<file path="config.mk">
export PLATFORM = sky130hd
export DESIGN_NAME = mem_xfer_sched_flat
export DESIGN_NICKNAME = d
export VERILOG_FILES = /design/src/rtl/mem_xfer_sched_pkg.sv /design/src/rtl/mem_xfer_sched_if.sv /design/src/rtl/mem_xfer_sched_buf_table_fifo.sv /design/src/rtl/mem_xfer_sched.sv /design/src/flat_wrapper.sv
export SDC_FILE = /design/constraint.sdc
export NUM_CORES = 1
export LEC_CHECK = 0
export CORE_UTILIZATION = 30
export CTS_CLUSTER_DIAMETER = 200
export DETAILED_ROUTE_END_ITERATION = 10
export SETUP_SLACK_MARGIN = 0.05
export SLEW_MARGIN = 30
export SYNTH_ARGS = -nofsm -noshare
export SYNTH_HDL_FRONTEND = slang
export SYNTH_HIERARCHICAL = 1
export SYNTH_SLANG_ARGS = --single-unit
</file>
<file path="constraint.sdc">
create_clock -name CLK -period 10.25 [get_ports CLK]
set_input_delay 3.075 -clock CLK [delete_from_list [all_inputs] [get_ports CLK]]
set_output_delay 3.075 -clock CLK [all_outputs]
set_load 0.1 [all_outputs]
</file>
<file path="src/rtl/mem_xfer_sched_pkg.sv">
// Shared types, sizes and small decode helpers for the memory-transfer scheduler.
package mem_xfer_sched_pkg;

  localparam int BUFF_TABLE_DEPTH = 10;
  localparam int ADDR_W           = 16;
  localparam int INSTR_W          = 32;
  localparam int NW_W             = 16;
  localparam int CNT_W            = $clog2(BUFF_TABLE_DEPTH + 1);
  localparam int PTR_W            = $clog2(BUFF_TABLE_DEPTH);

  typedef enum logic [4:0] {
    SETUP    = 5'd0,
    LD_MEM   = 5'd1,
    ST_MEM   = 5'd2,
    RD_BUF   = 5'd3,
    WR_BUF   = 5'd4,
    GEN_ADDR = 5'd5,
    COMPUTE  = 5'd6,
    LOOP     = 5'd7,
    BLK_END  = 5'd8
  } opcode_t;

  typedef enum logic [2:0] {
    IBUF = 3'b001,
    WBUF = 3'b010,
    OBUF = 3'b100
  } scratchpad_t;

  typedef struct packed {
    logic [4:0]  opcode;
    logic [5:0]  op_spec;
    logic [4:0]  loop_id;
    logic [15:0] imm;
  } instr_fields_t;

  typedef enum logic [1:0] {
    IDLE  = 2'd0,
    ISSUE = 2'd1,
    DRAIN = 2'd2
  } mem_sched_state_t;

  typedef struct packed {
    logic              we;
    logic [2:0]        spad;
    logic [2:0]        mem_width;
    logic [NW_W-1:0]   num_words;
    logic [ADDR_W-1:0] addr;
  } sched_entry_t;

  // A scratchpad selector is legal only when exactly one bit is set.
  function automatic logic spad_onehot(input logic [2:0] s);
    case (s)
      3'b001, 3'b010, 3'b100: return 1'b1;
      default:                return 1'b0;
    endcase
  endfunction

  // Map a one-hot scratchpad selector to its pointer-array index.
  function automatic logic [1:0] spad_idx(input logic [2:0] s);
    case (s)
      3'b010:  return 2'd1;
      3'b100:  return 2'd2;
      default: return 2'd0;
    endcase
  endfunction

endpackage

</file>
<file path="src/rtl/mem_xfer_sched_if.sv">
// Instruction-stream and memory-request bundle of the scheduler.
interface mem_xfer_sched_if;
  import mem_xfer_sched_pkg::*;

  logic               instr_valid;
  logic [INSTR_W-1:0] instr;
  logic               instr_ready;
  logic               mem_req_valid;
  logic               mem_req_ready;
  logic               mem_req_we;
  logic [2:0]         mem_req_buf;
  logic [2:0]         mem_req_width;
  logic [ADDR_W-1:0]  mem_req_addr;
  logic               mem_req_last;
  logic               blk_done;
  logic               instr_err;

  modport master (
    input  instr_valid, instr, mem_req_ready,
    output instr_ready, mem_req_valid, mem_req_we, mem_req_buf, mem_req_width,
           mem_req_addr, mem_req_last, blk_done, instr_err
  );

  modport slave (
    output instr_valid, instr, mem_req_ready,
    input  instr_ready, mem_req_valid, mem_req_we, mem_req_buf, mem_req_width,
           mem_req_addr, mem_req_last, blk_done, instr_err
  );

endinterface

</file>
<file path="src/rtl/mem_xfer_sched_buf_table_fifo.sv">
// Circular buffer table holding queued LD/ST transfers, with an occupancy counter.
module buf_table_fifo
  import mem_xfer_sched_pkg::*;
(
  input  logic             clk_i,
  input  logic             rst_ni,
  input  logic             push_i,
  input  sched_entry_t     push_data_i,
  input  logic             pop_i,
  output sched_entry_t     head_o,
  output logic [CNT_W-1:0] count_o,
  output logic             full_o,
  output logic             empty_o
);

  sched_entry_t     mem_q [BUFF_TABLE_DEPTH];
  logic [PTR_W-1:0] head_q, head_d, tail_q, tail_d;
  logic [CNT_W-1:0] count_q, count_d;
  logic             do_push_s, do_pop_s;

  function automatic logic [PTR_W-1:0] ptr_inc(input logic [PTR_W-1:0] p);
    if (p == PTR_W'(BUFF_TABLE_DEPTH - 1)) return '0;
    else return p + PTR_W'(1);
  endfunction

  assign full_o    = (count_q == CNT_W'(BUFF_TABLE_DEPTH));
  assign empty_o   = (count_q == CNT_W'(0));
  assign count_o   = count_q;
  assign head_o    = mem_q[head_q];
  // Guard against overflow/underflow even if the caller misbehaves.
  assign do_push_s = push_i && !full_o;
  assign do_pop_s  = pop_i && !empty_o;

  // Next head/tail/count from this cycle's push and pop.
  always_comb begin
    head_d  = head_q;
    tail_d  = tail_q;
    count_d = count_q;
    if (do_push_s) tail_d = ptr_inc(tail_q);
    else           tail_d = tail_q;
    if (do_pop_s)  head_d = ptr_inc(head_q);
    else           head_d = head_q;
    case ({do_push_s, do_pop_s})
      2'b10:   count_d = count_q + CNT_W'(1);
      2'b01:   count_d = count_q - CNT_W'(1);
      default: count_d = count_q;
    endcase
  end

  // Pointer and occupancy registers.
  always_ff @(posedge clk_i) begin
    if (!rst_ni) begin
      head_q  <= '0;
      tail_q  <= '0;
      count_q <= '0;
    end else begin
      head_q  <= head_d;
      tail_q  <= tail_d;
      count_q <= count_d;
    end
  end

  // Entry storage; contents are meaningless while the count says empty.
  always_ff @(posedge clk_i) begin
    if (do_push_s) mem_q[tail_q] <= push_data_i;
  end

endmodule

</file>
<file path="src/rtl/mem_xfer_sched.sv">
// Memory-transfer scheduler: decodes SETUP/LD/ST/BLK_END, queues transfers and
// streams one word request per cycle to off-chip memory.
module mem_xfer_sched
  import mem_xfer_sched_pkg::*;
(
  input logic              CLK,
  input logic              nRST,
  mem_xfer_sched_if.master bus
);

  instr_fields_t          f_s;
  logic                   accept_s, spad_ok_s, hs_s;
  logic [1:0]             spad_idx_s;
  logic                   push_s, pop_s, blk_acc_s, blk_seen_s;
  sched_entry_t           push_entry_s, head_s;
  logic [CNT_W-1:0]       count_s, count_nxt_s;
  logic                   full_s, empty_s;
  logic [2:0][ADDR_W-1:0] ptr_q, ptr_d;
  mem_sched_state_t       state_q, state_d;
  logic                   valid_q, valid_d, we_q, we_d, last_q, last_d;
  logic                   ready_q, ready_d, done_q, done_d, err_q, err_d, pend_q, pend_d;
  logic [2:0]             spad_q, spad_d, width_q, width_d;
  logic [ADDR_W-1:0]      addr_q, addr_d;
  logic [NW_W-1:0]        rem_q, rem_d;
  logic                   unused_loop_id_s;

  assign f_s              = instr_fields_t'(bus.instr);
  assign unused_loop_id_s = ^f_s.loop_id;
  assign accept_s         = bus.instr_valid && ready_q;
  assign spad_ok_s        = spad_onehot(f_s.op_spec[2:0]);
  assign spad_idx_s       = spad_idx(f_s.op_spec[2:0]);
  assign hs_s             = valid_q && bus.mem_req_ready;
  assign blk_seen_s       = pend_q || blk_acc_s;

  buf_table_fifo u_table (
    .clk_i       (CLK),
    .rst_ni      (nRST),
    .push_i      (push_s),
    .push_data_i (push_entry_s),
    .pop_i       (pop_s),
    .head_o      (head_s),
    .count_o     (count_s),
    .full_o      (full_s),
    .empty_o     (empty_s)
  );

  // Decode the accepted instruction: pointer updates, table push, error and BLK_END.
  always_comb begin
    ptr_d        = ptr_q;
    push_s       = 1'b0;
    push_entry_s = '0;
    err_d        = 1'b0;
    blk_acc_s    = 1'b0;
    if (accept_s) begin
      case (f_s.opcode)
        SETUP: begin
          if (spad_ok_s) ptr_d[spad_idx_s] = ADDR_W'(f_s.imm);
          else           err_d = 1'b1;
        end
        LD_MEM, ST_MEM: begin
          if (!spad_ok_s) begin
            err_d = 1'b1;
          end else if (f_s.imm != 16'd0) begin
            push_s                 = 1'b1;
            push_entry_s.we        = (f_s.opcode == ST_MEM);
            push_entry_s.spad      = f_s.op_spec[2:0];
            push_entry_s.mem_width = f_s.op_spec[5:3];
            push_entry_s.num_words = f_s.imm;
            // Address is frozen now so later SETUPs never touch queued work.
            push_entry_s.addr      = ptr_q[spad_idx_s];
            ptr_d[spad_idx_s]      = ptr_q[spad_idx_s] + ADDR_W'(f_s.imm);
          end else begin
            push_s = 1'b0;
          end
        end
        BLK_END: blk_acc_s = 1'b1;
        default: blk_acc_s = 1'b0;
      endcase
    end else begin
      push_s = 1'b0;
    end
  end

  // Scratchpad address pointers.
  always_ff @(posedge CLK) begin
    if (!nRST) ptr_q <= '0;
    else       ptr_q <= ptr_d;
  end

  // FSM state register.
  always_ff @(posedge CLK) begin
    if (!nRST) state_q <= IDLE;
    else       state_q <= state_d;
  end

  // FSM next state and table pop; back-to-back pops on the last word avoid bubbles.
  always_comb begin
    state_d = state_q;
    pop_s   = 1'b0;
    case (state_q)
      IDLE: begin
        if (!empty_s) begin
          pop_s   = 1'b1;
          state_d = ISSUE;
        end else if (blk_seen_s) begin
          state_d = DRAIN;
        end else begin
          state_d = IDLE;
        end
      end
      ISSUE: begin
        if (hs_s && (rem_q == NW_W'(1))) begin
          if (!empty_s) begin
            pop_s   = 1'b1;
            state_d = ISSUE;
          end else if (blk_seen_s) begin
            state_d = DRAIN;
          end else begin
            state_d = IDLE;
          end
        end else begin
          state_d = ISSUE;
        end
      end
      DRAIN: begin
        if (!empty_s) begin
          pop_s   = 1'b1;
          state_d = ISSUE;
        end else begin
          state_d = IDLE;
        end
      end
      default: state_d = IDLE;
    endcase
  end

  // FSM outputs and working registers (next values, all registered below).
  always_comb begin
    addr_d  = addr_q;
    rem_d   = rem_q;
    we_d    = we_q;
    spad_d  = spad_q;
    width_d = width_q;
    if (pop_s) begin
      addr_d  = head_s.addr;
      rem_d   = head_s.num_words;
      we_d    = head_s.we;
      spad_d  = head_s.spad;
      width_d = head_s.mem_width;
    end else if (hs_s) begin
      addr_d = addr_q + ADDR_W'(1);
      rem_d  = rem_q - NW_W'(1);
    end else begin
      addr_d = addr_q;
    end
    valid_d = (state_d == ISSUE);
    last_d  = (rem_d == NW_W'(1));
    done_d  = (state_q == DRAIN) && (state_d == IDLE);
    if (done_d)         pend_d = 1'b0;
    else if (blk_acc_s) pend_d = 1'b1;
    else                pend_d = pend_q;
    count_nxt_s = count_s + CNT_W'(push_s) - CNT_W'(pop_s);
    ready_d     = (count_nxt_s != CNT_W'(BUFF_TABLE_DEPTH)) && !pend_d && (state_d != DRAIN);
  end

  // Output and working registers.
  always_ff @(posedge CLK) begin
    if (!nRST) begin
      valid_q <= 1'b0;
      we_q    <= 1'b0;
      spad_q  <= 3'b000;
      width_q <= 3'b000;
      addr_q  <= '0;
      rem_q   <= '0;
      last_q  <= 1'b0;
      ready_q <= 1'b1;
      done_q  <= 1'b0;
      err_q   <= 1'b0;
      pend_q  <= 1'b0;
    end else begin
      valid_q <= valid_d;
      we_q    <= we_d;
      spad_q  <= spad_d;
      width_q <= width_d;
      addr_q  <= addr_d;
      rem_q   <= rem_d;
      last_q  <= last_d;
      ready_q <= ready_d;
      done_q  <= done_d;
      err_q   <= err_d;
      pend_q  <= pend_d;
    end
  end

  assign bus.instr_ready   = ready_q;
  assign bus.mem_req_valid = valid_q;
  assign bus.mem_req_we    = we_q;
  assign bus.mem_req_buf   = spad_q;
  assign bus.mem_req_width = width_q;
  assign bus.mem_req_addr  = addr_q;
  assign bus.mem_req_last  = last_q;
  assign bus.blk_done      = done_q;
  assign bus.instr_err     = err_q;

endmodule

</file>
<file path="src/flat_wrapper.sv">
// flat-port wrapper written by rule: the top's interface ports become plain ports
module mem_xfer_sched_flat import mem_xfer_sched_pkg::*;
  (CLK, nRST, bus_instr_valid, bus_instr, bus_mem_req_ready, bus_instr_ready, bus_mem_req_valid, bus_mem_req_we, bus_mem_req_buf, bus_mem_req_width, bus_mem_req_addr, bus_mem_req_last, bus_blk_done, bus_instr_err);
  mem_xfer_sched_if bus_i ();
  input logic CLK;
  input logic nRST;
  input wire logic [$bits(bus_i.instr_valid)-1:0] bus_instr_valid;
  input wire logic [$bits(bus_i.instr)-1:0] bus_instr;
  input wire logic [$bits(bus_i.mem_req_ready)-1:0] bus_mem_req_ready;
  output wire logic [$bits(bus_i.instr_ready)-1:0] bus_instr_ready;
  output wire logic [$bits(bus_i.mem_req_valid)-1:0] bus_mem_req_valid;
  output wire logic [$bits(bus_i.mem_req_we)-1:0] bus_mem_req_we;
  output wire logic [$bits(bus_i.mem_req_buf)-1:0] bus_mem_req_buf;
  output wire logic [$bits(bus_i.mem_req_width)-1:0] bus_mem_req_width;
  output wire logic [$bits(bus_i.mem_req_addr)-1:0] bus_mem_req_addr;
  output wire logic [$bits(bus_i.mem_req_last)-1:0] bus_mem_req_last;
  output wire logic [$bits(bus_i.blk_done)-1:0] bus_blk_done;
  output wire logic [$bits(bus_i.instr_err)-1:0] bus_instr_err;
  assign bus_i.instr_valid = bus_instr_valid;
  assign bus_i.instr = bus_instr;
  assign bus_i.mem_req_ready = bus_mem_req_ready;
  assign bus_instr_ready = bus_i.instr_ready;
  assign bus_mem_req_valid = bus_i.mem_req_valid;
  assign bus_mem_req_we = bus_i.mem_req_we;
  assign bus_mem_req_buf = bus_i.mem_req_buf;
  assign bus_mem_req_width = bus_i.mem_req_width;
  assign bus_mem_req_addr = bus_i.mem_req_addr;
  assign bus_mem_req_last = bus_i.mem_req_last;
  assign bus_blk_done = bus_i.blk_done;
  assign bus_instr_err = bus_i.instr_err;
  mem_xfer_sched u_core (.CLK(CLK), .nRST(nRST), .bus(bus_i));
endmodule
</file>
* Word level (Yosys, flattened, before mapping)
Memories as Yosys holds them, arrays and structs flattened. A register that Yosys moved wholly into a read port is not among the register bits. Index checks and enable logic that the tools add are counted.
Storage, ports and cells: output and inout port bits 28, input bits 36, memories kept 1, bits in writable memories 390, register bits 107
Cells by class: muxes and demuxes 44, reduce and logical (&&, ||, !) cells 27, $add $sub $neg 9, magnitude comparators 2, equality and inequality tests 21
Memories:
- u_core.u_table.mem_q | words 10, width 39, rd ports 1, clocked after Yosys merged registers in 1, write ports 1, RTL line mem_xfer_sched_buf_table_fifo.sv:16 | sched_entry_t mem_q [BUFF_TABLE_DEPTH];
Operators with widths (count):
- 39-bit 2-to-1 mux | 4
- 48-bit 2-to-1 mux | 3
- 48-bit bitwise mux | 2
- 16-bit 2-to-1 mux | 6
- 48-bit one-hot mux with 2 select lines | 1
- 16-bit binary-select mux with 2-bit select | 1
- 16-bit demux with 2-bit select | 1
- 16-bit by 1-bit equality test with 1-bit output, second input constant | 2
- 16-bit by 1-bit adder with 16-bit output, second input constant | 1
- 16-bit adder | 1
- 4-bit 2-to-1 mux | 4
- 16-bit nonzero test | 1
- 16-bit by 1-bit subtractor with 16-bit output, second input constant | 1
- 1-bit 2-to-1 mux | 15
- 4-bit by 1-bit adder with 4-bit output, second input constant | 3
- 4-bit equality test, second input constant | 3
- 1-bit logical AND | 9
- 4-bit one-hot mux with 2 select lines | 1
- 2-bit by 1-bit equality test with 1-bit output, second input constant | 3
- 2-bit 2-to-1 mux | 3
- 2-bit by 1-bit inequality test with 1-bit output, second input constant | 3
- 2-bit one-hot mux with 3 select lines | 1
- 2-bit nonzero test | 3
- 3-bit OR reduction | 2
- other kinds (24) | 29

* Longest topological paths before layout
Gate-level depths: netlist of run 1.
depth after elaboration 14, depth in mapped cells 17, depth with buffers taken out 15

* Modules after synthesis
The synthesis of run 1 kept the hierarchy.
By module, submodules not included:
- buf_table_fifo | sequential area each 12031.5 µm², cells each 888, times used 1, area an instance 16027.9 µm²
- mem_xfer_sched | sequential area each 1901.8 µm², cells each 736, times used 1, area an instance 5652.9 µm²

* Least setup slack after synthesis of run 1
Ideal clock, no wire load.
path kind input-to-reg, start in bus_instr[29], end mem u_core/u_table/mem_q[2][0] (netlist name) (enable), stages on the path 9, setup time 533 ps, data arrival time 8657 ps, data required time 9717 ps, path buffers 2, path slack 1060 ps, path through nor3_1 and2_1 nand4_1 or2_2 clkbuf_1 inv_1 clkbuf_1 nand2_2 nor4_1
On the way: cells in the longest elaborated chain, start to end 7, elaborated cells between the ends (all ways) 8, classes of those cells 2 x eq/ne; 4 x mux; 2 x reduce/logical
Ends and longest elaborated chain:
- start, declared | RTL line flat_wrapper.sv:8 | input wire logic [$bits(bus_i.instr)-1:0] bus_instr;
- 5-bit by 1-bit equality test with 1-bit output / 5-bit by 2-bit equality test with 1-bit output (equally long branches) | RTL line mem_xfer_sched.sv:55 | case (f_s.opcode)
- 2-bit OR reduction (*) | RTL line mem_xfer_sched.sv:55
- 1-bit 2-to-1 mux (*) | RTL line mem_xfer_sched.sv:55
- 1-bit 2-to-1 mux (*) | RTL line mem_xfer_sched.sv:54 | if (accept_s) begin
- named net u_core.push_s | RTL line mem_xfer_sched.sv:14 | logic push_s, pop_s, blk_acc_s, blk_seen_s;
- 1-bit logical AND (*) | RTL line mem_xfer_sched_buf_table_fifo.sv:31 | assign do_push_s = push_i && !full_o;
- 1-bit 2-to-1 mux (*) | RTL line mem_xfer_sched_buf_table_fifo.sv:65 | if (do_push_s) mem_q[tail_q] <= push_data_i;
- 1-bit 2-to-1 mux (implied by the code) (*) | RTL line mem_xfer_sched_buf_table_fifo.sv:65
- end, declared | RTL line mem_xfer_sched_buf_table_fifo.sv:16
Mark *: on every way through the listed nets, which the timed path passes. The rest lies on a longest branch.

* Worst setup path in the final report of run 1
start in bus_instr[29], end mem u_core/u_table/mem_q[7][19] (netlist name) (enable)
On the way: cells in the longest elaborated chain, start to end 7, elaborated cells between the ends (all ways) 8, classes of those cells 2 x eq/ne; 4 x mux; 2 x reduce/logical
Ends and longest elaborated chain (RTL line):
- 5-bit by 1-bit equality test with 1-bit output / 5-bit by 2-bit equality test with 1-bit output (equally long branches) | mem_xfer_sched.sv:55
- 2-bit OR reduction (*) | mem_xfer_sched.sv:55
- 1-bit 2-to-1 mux (*) | mem_xfer_sched.sv:55
- 1-bit 2-to-1 mux (*) | mem_xfer_sched.sv:54
- 1-bit logical AND (*) | mem_xfer_sched_buf_table_fifo.sv:31
- 1-bit 2-to-1 mux (*) | mem_xfer_sched_buf_table_fifo.sv:65
- 1-bit 2-to-1 mux (implied by the code) (*) | mem_xfer_sched_buf_table_fifo.sv:65
Mark *: on every way between the ends. The rest lies on a longest branch, timed or not.

==> results of run 1 <==
-- sequential cells by signal, indices dropped and copies added, names as in the netlist, 3 cells and up, named ones only --
signal	flops
u_core/bus.mem_req_addr	16
u_core/bus.mem_req_buf	3
u_core/bus.mem_req_width	3
u_core/ptr_q	48
u_core/rem_q	16
u_core/u_table/count_o	4
u_core/u_table/head_q	4
u_core/u_table/mem_q	390
u_core/u_table/tail_q	4
-- per-stage QoR --
step           util (%)  setup slack (ns)  cells
3_5_place_dp      32.49             2.660   2570
6_report          34.85             3.140   2666
4_1_cts           34.79             3.266   2665
3_3_place_gp      32.47             2.734   2570
2_1_floorplan         -             1.060   1623
5_1_grt           34.85             3.002   2666
-- layer usage --
layer | track usage, % | vias to the layer above | share of wire (%)
met2 | 23.26 | 422 | 45
met3 | 2.769 | 78 | 6.8
met1 | 21.32 | 6935 | 47
li1 | - | 6298 | -
met5 | 0 | - | 0
met4 | 4.133 | 0 | 1.9
-- cells in the final DEF, fill, tap and decap left out, drive strengths merged, types with 36 or more instances in the layout --
cell type,count
mux2,117
mux2i,87
clkbuf,64
nor2,139
o21ai,69
a211oi,48
dfxtp,111
nand2,113
clkdlybuf4s50,56
edfxtp,390
nor3,46
a21oi,36
-- tightest hold or removal path, cell delays in order, from the launching register on --
cell and delay, ns:
dfxtp_1 0.31, nand2_1 0.05, a21oi_1 0.05
-- power by group through the flow --
stage	clock network [uW]	registers (uW)	logic (uW)
floorplan	0	2220	82.2
global placement	0	2220	136
detailed placement	0	2220	138
CTS	1870	2170	139
global route	1950	2170	153
finish	1830	2170	141
-- final cells by class --
class	count	area, um^2	share of cell area [%]
timing repair buffer	91	834.6	3.350
tap	950	1189	4.771
clock inverter	31	241.5	0.9693
sequential	501	13940	55.95
clock buffer	64	1399	5.615
inverter	15	56.30	0.2260
multi-input combinational	1014	7254	29.12
-- final timing paths --
kind,to,slack [ns],depth (start not counted)
setup reg to reg,u_core/u_table/count_o[2]$_SDFFE_PN0P_,5.86,14
setup / recovery,u_core/u_table/mem_q[7][19]$_DFFE_PP_,3.14,9
hold reg to reg,u_core/bus.mem_req_width[1]$_SDFFE_PN0P_,0.45,2
hold / removal,u_core/bus.mem_req_width[1]$_SDFFE_PN0P_,0.45,2
==> impl_metrics.csv, run 1 <==
group,metric,value,unit
outcome,run_status,"complete, no violations",
drt,drc,0,
pwr,switchingPower,881.2,uW
synthesis,synth_cells,1623,
cts,tritoncts,"built",
die,pin_count,64,
pwr,power-per-cell-area,166.3,nW/um^2
final_layout,design_area,24910,um^2
critical_path,cp_slowest_stage_delay,0.67,ns
cts,htree_levels,2,
critical_path,path_class,"in2reg",
final_layout,fin_nets,1736,
final_layout,syn2layout_area_growth,14.93,%
global_route,grt_max_degree,78,
critical_path,cp_top_family,"simple AND/OR/NAND/NOR gates",
drt,drt_wl_total,56300,um
placed_design,placed_area,23230,um^2
pwr,internal_power,3262,uW
critical_path,crit_arrival,7.32,ns
timing,max_freq,0.1406,GHz
global_route,grt_pass1_wl,83950,um
critical_path,rr_startpoint,"u_core/bus.mem_req_valid$_SDFF_PN0_",
cts,hold_buffers,0,
cts,clk_pin_slew,0.06,ns
die,start_util,30.32,%
drt,dr_total_vias,13730,
pwr,pwr-share-clk,44.2,%
die,rows,98,
placed_design,dpl.hpwl,32580,um
pwr,swShare,21.27,%
die,die_x,270.8,um
min_path,holdCritStartpoint,"u_core/bus.mem_req_width[1]$_SDFFE_PN0P_",
critical_path,cp_data_required_time,10.46,ns
drt,antenna_left,0,
pwr,seq_power_share,52.4,%
cts,cts_buffers,51,
drt,via_per_inst,5.151,
synthesis,post_synth.cell_area_avg,13.36,um^2
final_layout,nFillCells,6866,
pwr,combPwrFrac,3.4,%
critical_path,cp-start-kind,"primary input",
pwr,vdd_drop_max,119.1,uV
placed_design,numPortBuffers,58,
timing,whs,0.4545,ns
global_route,globalRouteOverflowTotal,0,
critical_path,crit_buf_inv,3,
timing,slew_viol_final,0,
timing,finalSetupViolations,0,
timing,finalSetupTns,0,ns
critical_path,critPathMostFrequentCell,"nand4_1",
timing,worstMarginPinSlew,1.060,ns
global_route,grtUsageTotal,15.00,%
final_layout,diodes,0,
timing,finalHoldViolCount,0,
global_route,grt_pass1_vias,13530,
die,coreArea,71490,um^2
timing,period_share,69.37,%
cts,clkLatencyLatePin,0.59,ns
timing,fin_skew,0.02553,ns
timing,slew_headroom,29.07,%
synthesis,yosys_warnings,6,
critical_path,crit_fanout,26,
timing,rsz0062_at_grt,"false",
cts,cts-root-buf,"clkbuf_16",
timing,period_needed,7.110,ns
drt,dr.pass1.iters,7,
die,die_h,270.8,um
drt,drtIter0Drc,1096,
flow_run,max_cap_violations,0,
min_path,min_path_type,"reg2reg",
global_route,antenna_found_initial,0,
pwr,total_power,4143,uW
cts,post_cts_resized,0,
placed_design,gp_congestion,0.8381,
synthesis,syn_nets,1685,
synthesis,netlist_area,21680,um^2
pwr,p_leak,0.008007,uW
critical_path,crit_path_cell_trace,"clkdlybuf4s50_1 > nor3_1 > and2_1 > nand4_1 > or2_2 > inv_1 > nand4_1 > nor2_4 > buf_4",
cts,post_cts_buffers,0,
cts,clockBufferDepth,3,
cts,cts_num_sinks,501,
final_layout,drive_gt1_share,16.20,%
critical_path,critPathSlowestCell,"nor2_4",
critical_path,worstSetupEndpointType,"flip-flop",
die,die_area,73340,um^2
drt,wl_per_cell,21.12,um
critical_path,critPathLaunch,"bus_instr[29]",
Power figures use the tool's default switching activity.
==> run 2, diff against run 1 <==
==> constraint.sdc (replaced) <==
create_clock -name CLK -period 6.75 [get_ports CLK]
set_input_delay 2.025 -clock CLK [delete_from_list [all_inputs] [get_ports CLK]]
set_output_delay 2.025 -clock CLK [all_outputs]
set_load 0.1 [all_outputs]
==> run 2 against run 1 <==
Die area unchanged. Sequential share of layout area fell by 0.32 points. Global-route usage is 0.35 points lower. Critical path depth is 8 higher. Clock skew decreased by 0.010 ns. Wire length down 3.0%. Cell area rose by 0.58%. Clock power is 49% higher. Total power is 51% higher. Via count barely moved. Sequential cell count did not move. Critical endpoint is now u_core/ptr_q[12]$_SDFFE_PN0P_. Highest routed layer unchanged.
==> impl_metrics.csv, run 2 (synthesis gave the netlist of run 1 again) <==
group,metric,value,unit
outcome,run_status,"complete, no violations",
timing,max_freq,0.1811,GHz
min_path,hold_end,"u_core/bus.mem_req_width[1]$_SDFFE_PN0P_",
pwr,total_power,6238,uW
pwr,swShare,20.77,%
placed_design,numPortBuffers,58,
global_route,antenna_found_initial,2,
cts,hold_buffers,0,
final_layout,drive_gt1_share,15.63,%
drt,antenna_left,0,
critical_path,cp_slowest_stage_delay,0.54,ns
global_route,grt_max_degree,75,
cts,htree_levels,2,
final_layout,largest_reg_flops,390,
final_layout,final_cell_mix,"390 x edfxtp_1, 135 x nor2_1, 117 x mux2_2",
critical_path,timing.rr.end,"u_core/u_table/count_o[2]$_SDFFE_PN0P_",
final_layout,design_area,25060,um^2
pwr,p_leak,0.007953,uW
critical_path,crit_path_cell_trace,"clkdlybuf4s50_1 > nor2_1 > nand2_1 > nand2_1 > buf_4 > nor2_1 > nor2_1 > ha_1 > inv_1 > fa_1 > nor2b_1 > o31a_1 > o21ai_0 > and3b_1 > nor2_1 > mux2i_1 > o31ai_1",
cts,clockBufferDepth,3,
timing,slew_headroom,33.10,%
critical_path,path_class,"in2reg",
placed_design,gp_congestion,0.8660,
pwr,vdd_drop_max,157.7,uV
pwr,combPwrFrac,3.5,%
cts,cts_buffers,51,
die,die_x,270.8,um
placed_design,place_ws,0.7187,ns
flow_run,max_cap_violations,0,
timing,fin_skew,0.01511,ns
pwr,pwr-share-clk,43.6,%
cts,cts-root-buf,"clkbuf_16",
pwr,power-per-cell-area,249.0,nW/um^2
min_path,hold_depth,2,
die,die_area,73340,um^2
timing,finalSetupViolations,0,
cts,tritoncts,"built",
critical_path,reg2reg_slack,3.11,ns
drt,via_per_inst,5.151,
final_layout,top_register,"u_core/u_table/mem_q",
drt,drc,0,
critical_path,crit_arrival,5.99,ns
cts,post_cts_buffers,0,
die,rows,98,
final_layout,layout_commonest_cell,"edfxtp_1",
global_route,grt_pass1_vias,13590,
die,start_util,30.32,%
critical_path,crit_fanout,14,
drt,drt_wl_total,54630,um
min_path,holdCritStartpoint,"u_core/bus.mem_req_width[1]$_SDFFE_PN0P_",
global_route,globalRouteOverflowTotal,0,
timing,fin_ws,1.228,ns
timing,slew_viol_final,0,
critical_path,rr_startpoint,"u_core/rem_q[4]$_SDFF_PN0_",
timing,worstMarginPinSlew,1.000,ns
drt,dr.pass1.iters,5,
critical_path,critPathSlowestCell,"clkdlybuf4s50_1",
min_path,min_path_type,"reg2reg",
global_route,grtUsageTotal,14.65,%
die,pin_count,64,
timing,whs,0.4594,ns
timing,rsz0062_at_grt,"false",
die,coreArea,71490,um^2
placed_design,placed_area,23400,um^2
final_layout,fin_nets,1738,
critical_path,r2r.worst_path.cells,14,
final_layout,syn2layout_area_growth,15.60,%
cts,post_cts_resized,0,
placed_design,dpl.hpwl,31540,um
drt,wl_per_cell,20.49,um
cts,clk_pin_slew,0.06,ns
cts,cts_num_sinks,501,
pwr,internal_power,4943,uW
timing,period_needed,5.522,ns
pwr,switchingPower,1296,uW
critical_path,cp_data_required_time,7.22,ns
drt,dr_total_vias,13730,
die,die_h,270.8,um
critical_path,cp-start-kind,"primary input",
cts,clkLatencyLatePin,0.59,ns
pwr,seq_power_share,52.9,%
timing,period_share,81.81,%
critical_path,critPathMostFrequentCell,"nor2_1",
global_route,grt_pass1_wl,82110,um
drt,drtIter0Drc,1345,
timing,finalSetupTns,0,ns
critical_path,worstSetupEndpointType,"flip-flop",
timing,finalHoldViolCount,0,
final_layout,top_regs,"u_core/u_table/mem_q: 390 flops, u_core/ptr_q: 48 flops",
## run 2: changes by cell type in the layout (fill, tap and decap cells not counted), moves of 3 or more
cell	delta
buf_12	+10
buf_4	-7
clkbuf_1	+5
clkbuf_8	+5
clkinv_2	-8
nor3_2	-4
nor3_4	+3
## run 2: critical path, delay by kind of cell
| kind | cells | cell delay, ns |
|---|---|---|
| and+or+nand+nor | 8 | 1.55 |
| buffers and inverters | 3 | 0.88 |
| adders and majority gates | 2 | 0.60 |
| AOI/OAI and AO/OA | 3 | 0.56 |
| muxes | 1 | 0.37 |
## run 2: final cells by class
type / count / area [um^2]
fillers: 6795 / 46430
flip-flops and latches: 501 / 13940
multi-input cells: 1014 / 7286
clock buffers: 73 / 1461
well taps: 950 / 1189
repair buffers: 93 / 980.9
clock inverters: 19 / 143.9
inverters: 15 / 56.30
diodes: 1 / 2.502
## run 2: layer usage
| layer | part of all wire (%) | track usage [%] |
|---|---|---|
| met5 | 0 | 0 |
| met4 | 2.5 | 4.981 |
| met3 | 6.2 | 2.183 |
| met2 | 44 | 22.51 |
| met1 | 47 | 20.97 |
## run 2: power by group through the flow
| stage | logic, uW | registers [uW] | clock network [uW] |
|---|---|---|---|
| after floorplan | 125 | 3380 | 0 |
| after global placement | 207 | 3360 | 0 |
| after detailed placement | 211 | 3360 | 0 |
| after CTS | 212 | 3300 | 2790 |
| after global routing | 234 | 3300 | 2900 |
| final | 217 | 3300 | 2720 |
## run 2: worst max-delay path by stage
stage | endpoint | slack, ns | startpoint | cells after the start
global route | u_core/ptr_q[44]$_SDFFE_PN0P_ | 0.97 | bus_instr[23] | 17
detailed placement | u_core/ptr_q[12]$_SDFFE_PN0P_ | 0.72 | bus_instr[23] | 17
CTS | u_core/ptr_q[12]$_SDFFE_PN0P_ | 1.34 | bus_instr[23] | 17
global placement | u_core/ptr_q[12]$_SDFFE_PN0P_ | 0.80 | bus_instr[23] | 17
finish | u_core/ptr_q[12]$_SDFFE_PN0P_ | 1.23 | bus_instr[23] | 17
floorplan | u_core/u_table/mem_q[9][0]$_DFFE_PP_ | -0.31 | bus_instr[29] | 9
## run 2: through the flow
step                utilization (%)  cells
finish                        35.05   2666
global route                  35.05   2665
CTS                           34.99   2665
detailed placement            32.74   2573
global placement              32.74   2573
floorplan                         -   1623
==> run 3, diff against run 2 <==
==> constraint.sdc (replaced) <==
create_clock -name CLK -period 5.55 [get_ports CLK]
set_input_delay 1.665 -clock CLK [delete_from_list [all_inputs] [get_ports CLK]]
set_output_delay 1.665 -clock CLK [all_outputs]
set_load 0.1 [all_outputs]
==> run 3 against run 2 <==
Combinational power is 23% higher. Sequential cell count stayed put. Register-to-register slack worse by 1.3 ns. Global-route usage is 0.099 points higher. Sequential power is 22% higher. Critical path depth is 2 lower. Highest routed layer is now met5. First-iteration DRC count is 16% lower. Clock skew is 0.0077 ns higher. Wire length is 0.32% higher. Core utilization is 0.44 points higher. Largest cell class unchanged.
==> impl_metrics.csv, run 3 (synthesis gave the netlist of run 1 again) <==
group,metric,value,unit
timing,period_needed,4.646,ns
global_route,grt_max_degree,63,
placed_design,dpl.hpwl,32710,um
drt,via_per_inst,5.128,
placed_design,placed_area,23520,um^2
drt,drc,0,
global_route,grt_pass1_vias,13550,
timing,max_freq,0.2153,GHz
die,die_h,270.8,um
global_route,globalRouteOverflowTotal,0,
placed_design,gp_congestion,0.8722,
cts,tritoncts,"built",
critical_path,crit_path_cell_trace,"clkdlybuf4s50_1 > nor2_1 > nand2_1 > buf_4 > buf_4 > o22ai_1 > nor2_1 > ha_1 > a21o_1 > a21oi_1 > a211o_1 > nor2b_1 > o21ai_0 > a221oi_1 > a211oi_1",
critical_path,crit_arrival,5.09,ns
critical_path,cp-start-kind,"primary input",
die,coreArea,71490,um^2
final_layout,design_area,25370,um^2
timing,worstMarginPinSlew,0.9931,ns
cts,clockBufferDepth,3,
placed_design,place_ws,0.3133,ns
drt,antenna_left,0,
final_layout,top_regs,"u_core/u_table/mem_q: 390 flops, u_core/ptr_q: 48 flops",
cts,cts-root-buf,"clkbuf_16",
cts,cts_num_sinks,501,
drt,wl_met2,24680,um
flow_run,max_cap_violations,0,
final_layout,syn2layout_area_growth,17.05,%
drt,route.top_layer_used,"met5",
drt,drtIter0Drc,1126,
drt,dr_total_vias,13770,
cts,clkLatencyLatePin,0.60,ns
timing,finalHoldViolCount,0,
cts,clk_pin_slew,0.06,ns
drt,drt_wl_total,54810,um
cts,htree_levels,2,
die,rows,98,
placed_design,numPortBuffers,58,
placed_design,placed_cells,2587,
cts,cts_buffers,52,
critical_path,critPathSlowestCell,"clkdlybuf4s50_1",
drt,route.met3.wl,3899,um
die,pin_count,64,
critical_path,crit_fanout,11,
critical_path,cp_data_required_time,6.00,ns
timing,whs,0.4568,ns
drt,dr.pass1.iters,5,
critical_path,crit_buf_inv,3,
timing,finalSetupTns,0,ns
min_path,min_path_type,"reg2reg",
timing,slew_headroom,33.58,%
cts,post_cts_resized,0,
final_layout,final_cell_mix,"390 x edfxtp_1, 133 x nor2_1, 117 x mux2_2",
timing,fin_ws,0.9045,ns
pwr,vdd_drop_max,200.7,uV
pwr,p_leak,0.008128,uW
final_layout,layout_commonest_cell,"edfxtp_1",
critical_path,worstSetupEndpointType,"flip-flop",
final_layout,largest_reg_flops,390,
final_layout,nFillCells,6796,
final_layout,finalNonFillerCells,2686,
timing,fin_skew,0.02284,ns
global_route,antenna_found_initial,4,
drt,wl_met1,25220,um
final_layout,top_register,"u_core/u_table/mem_q",
critical_path,cp_top_family,"compound AO/OA/AOI/OAI gates",
timing,finalSetupViolations,0,
critical_path,cp_slowest_stage_delay,0.54,ns
outcome,run_status,"complete, no violations",
die,start_util,30.32,%
timing,slew_viol_final,0,
drt,wl_per_cell,20.41,um
global_route,grtUsageTotal,14.75,%
critical_path,path_class,"in2reg",
final_layout,fin_nets,1753,
timing,rsz0062_at_grt,"false",
pwr,power-per-cell-area,313.0,nW/um^2
cts,post_cts_buffers,0,
final_layout,drive_gt1_share,16.91,%
timing,period_share,83.70,%
global_route,grt_pass1_wl,82700,um
die,die_area,73340,um^2
die,die_x,270.8,um
cts,hold_buffers,0,
-- run 3: tightest hold or removal path, stage by stage (launching register included) --
cell and delay [ns]:
dfxtp_1 0.31, nand2_1 0.05, a21oi_1 0.05
-- run 3: area by class of cell --
type	instances	area [um^2]	area share, %
Antenna cell	3	7.507	0.02959
Clock inverter	21	274.0	1.080
Multi-Input combinational cell	1014	7271	28.66
Tap cell	950	1189	4.685
Clock buffer	75	1551	6.115
Sequential cell	501	13940	54.93
Timing Repair Buffer	107	1086	4.280
Inverter	15	56.30	0.2219
-- run 3: path summary, 6_finish.rpt --
| kind | slack [ns] | endpoint | from | cells past startpoint |
|---|---|---|---|---|
| hold / removal | 0.46 | u_core/bus.mem_req_width[0]$_SDFFE_PN0P_ | u_core/bus.mem_req_width[0]$_SDFFE_PN0P_ | 2 |
| hold reg to reg | 0.46 | u_core/bus.mem_req_width[0]$_SDFFE_PN0P_ | u_core/bus.mem_req_width[0]$_SDFFE_PN0P_ | 2 |
| setup reg to reg | 1.84 | u_core/u_table/count_o[2]$_SDFFE_PN0P_ | u_core/rem_q[6]$_SDFF_PN0_ | 14 |
| setup / recovery | 0.90 | u_core/ptr_q[43]$_SDFFE_PN0P_ | bus_instr[23] | 15 |
-- run 3: routing by layer --
layer	global-route usage, %	vias to the layer above
li1	-	6338
met1	21.05	6938
met2	22.98	425
met3	2.601	70
met4	3.821	2
met5	0	-
-- run 3: stage by stage --
step | total power (uW) | utilization, %
6_report | 7941 | 35.49
5_1_grt | 8186 | 35.48
4_1_cts | 8016 | 35.45
3_3_place_gp | 4347 | 32.89
3_5_place_dp | 4352 | 32.89
2_1_floorplan | 4260 | -
-- run 3: report_power, final --
part	total, uW	leakage, uW	internal [uW]	switching [uW]
logic	266	0.00266	97.6	168
registers	4010	0.00458	4000	11.6
clock network	3660	0.000889	2220	1440
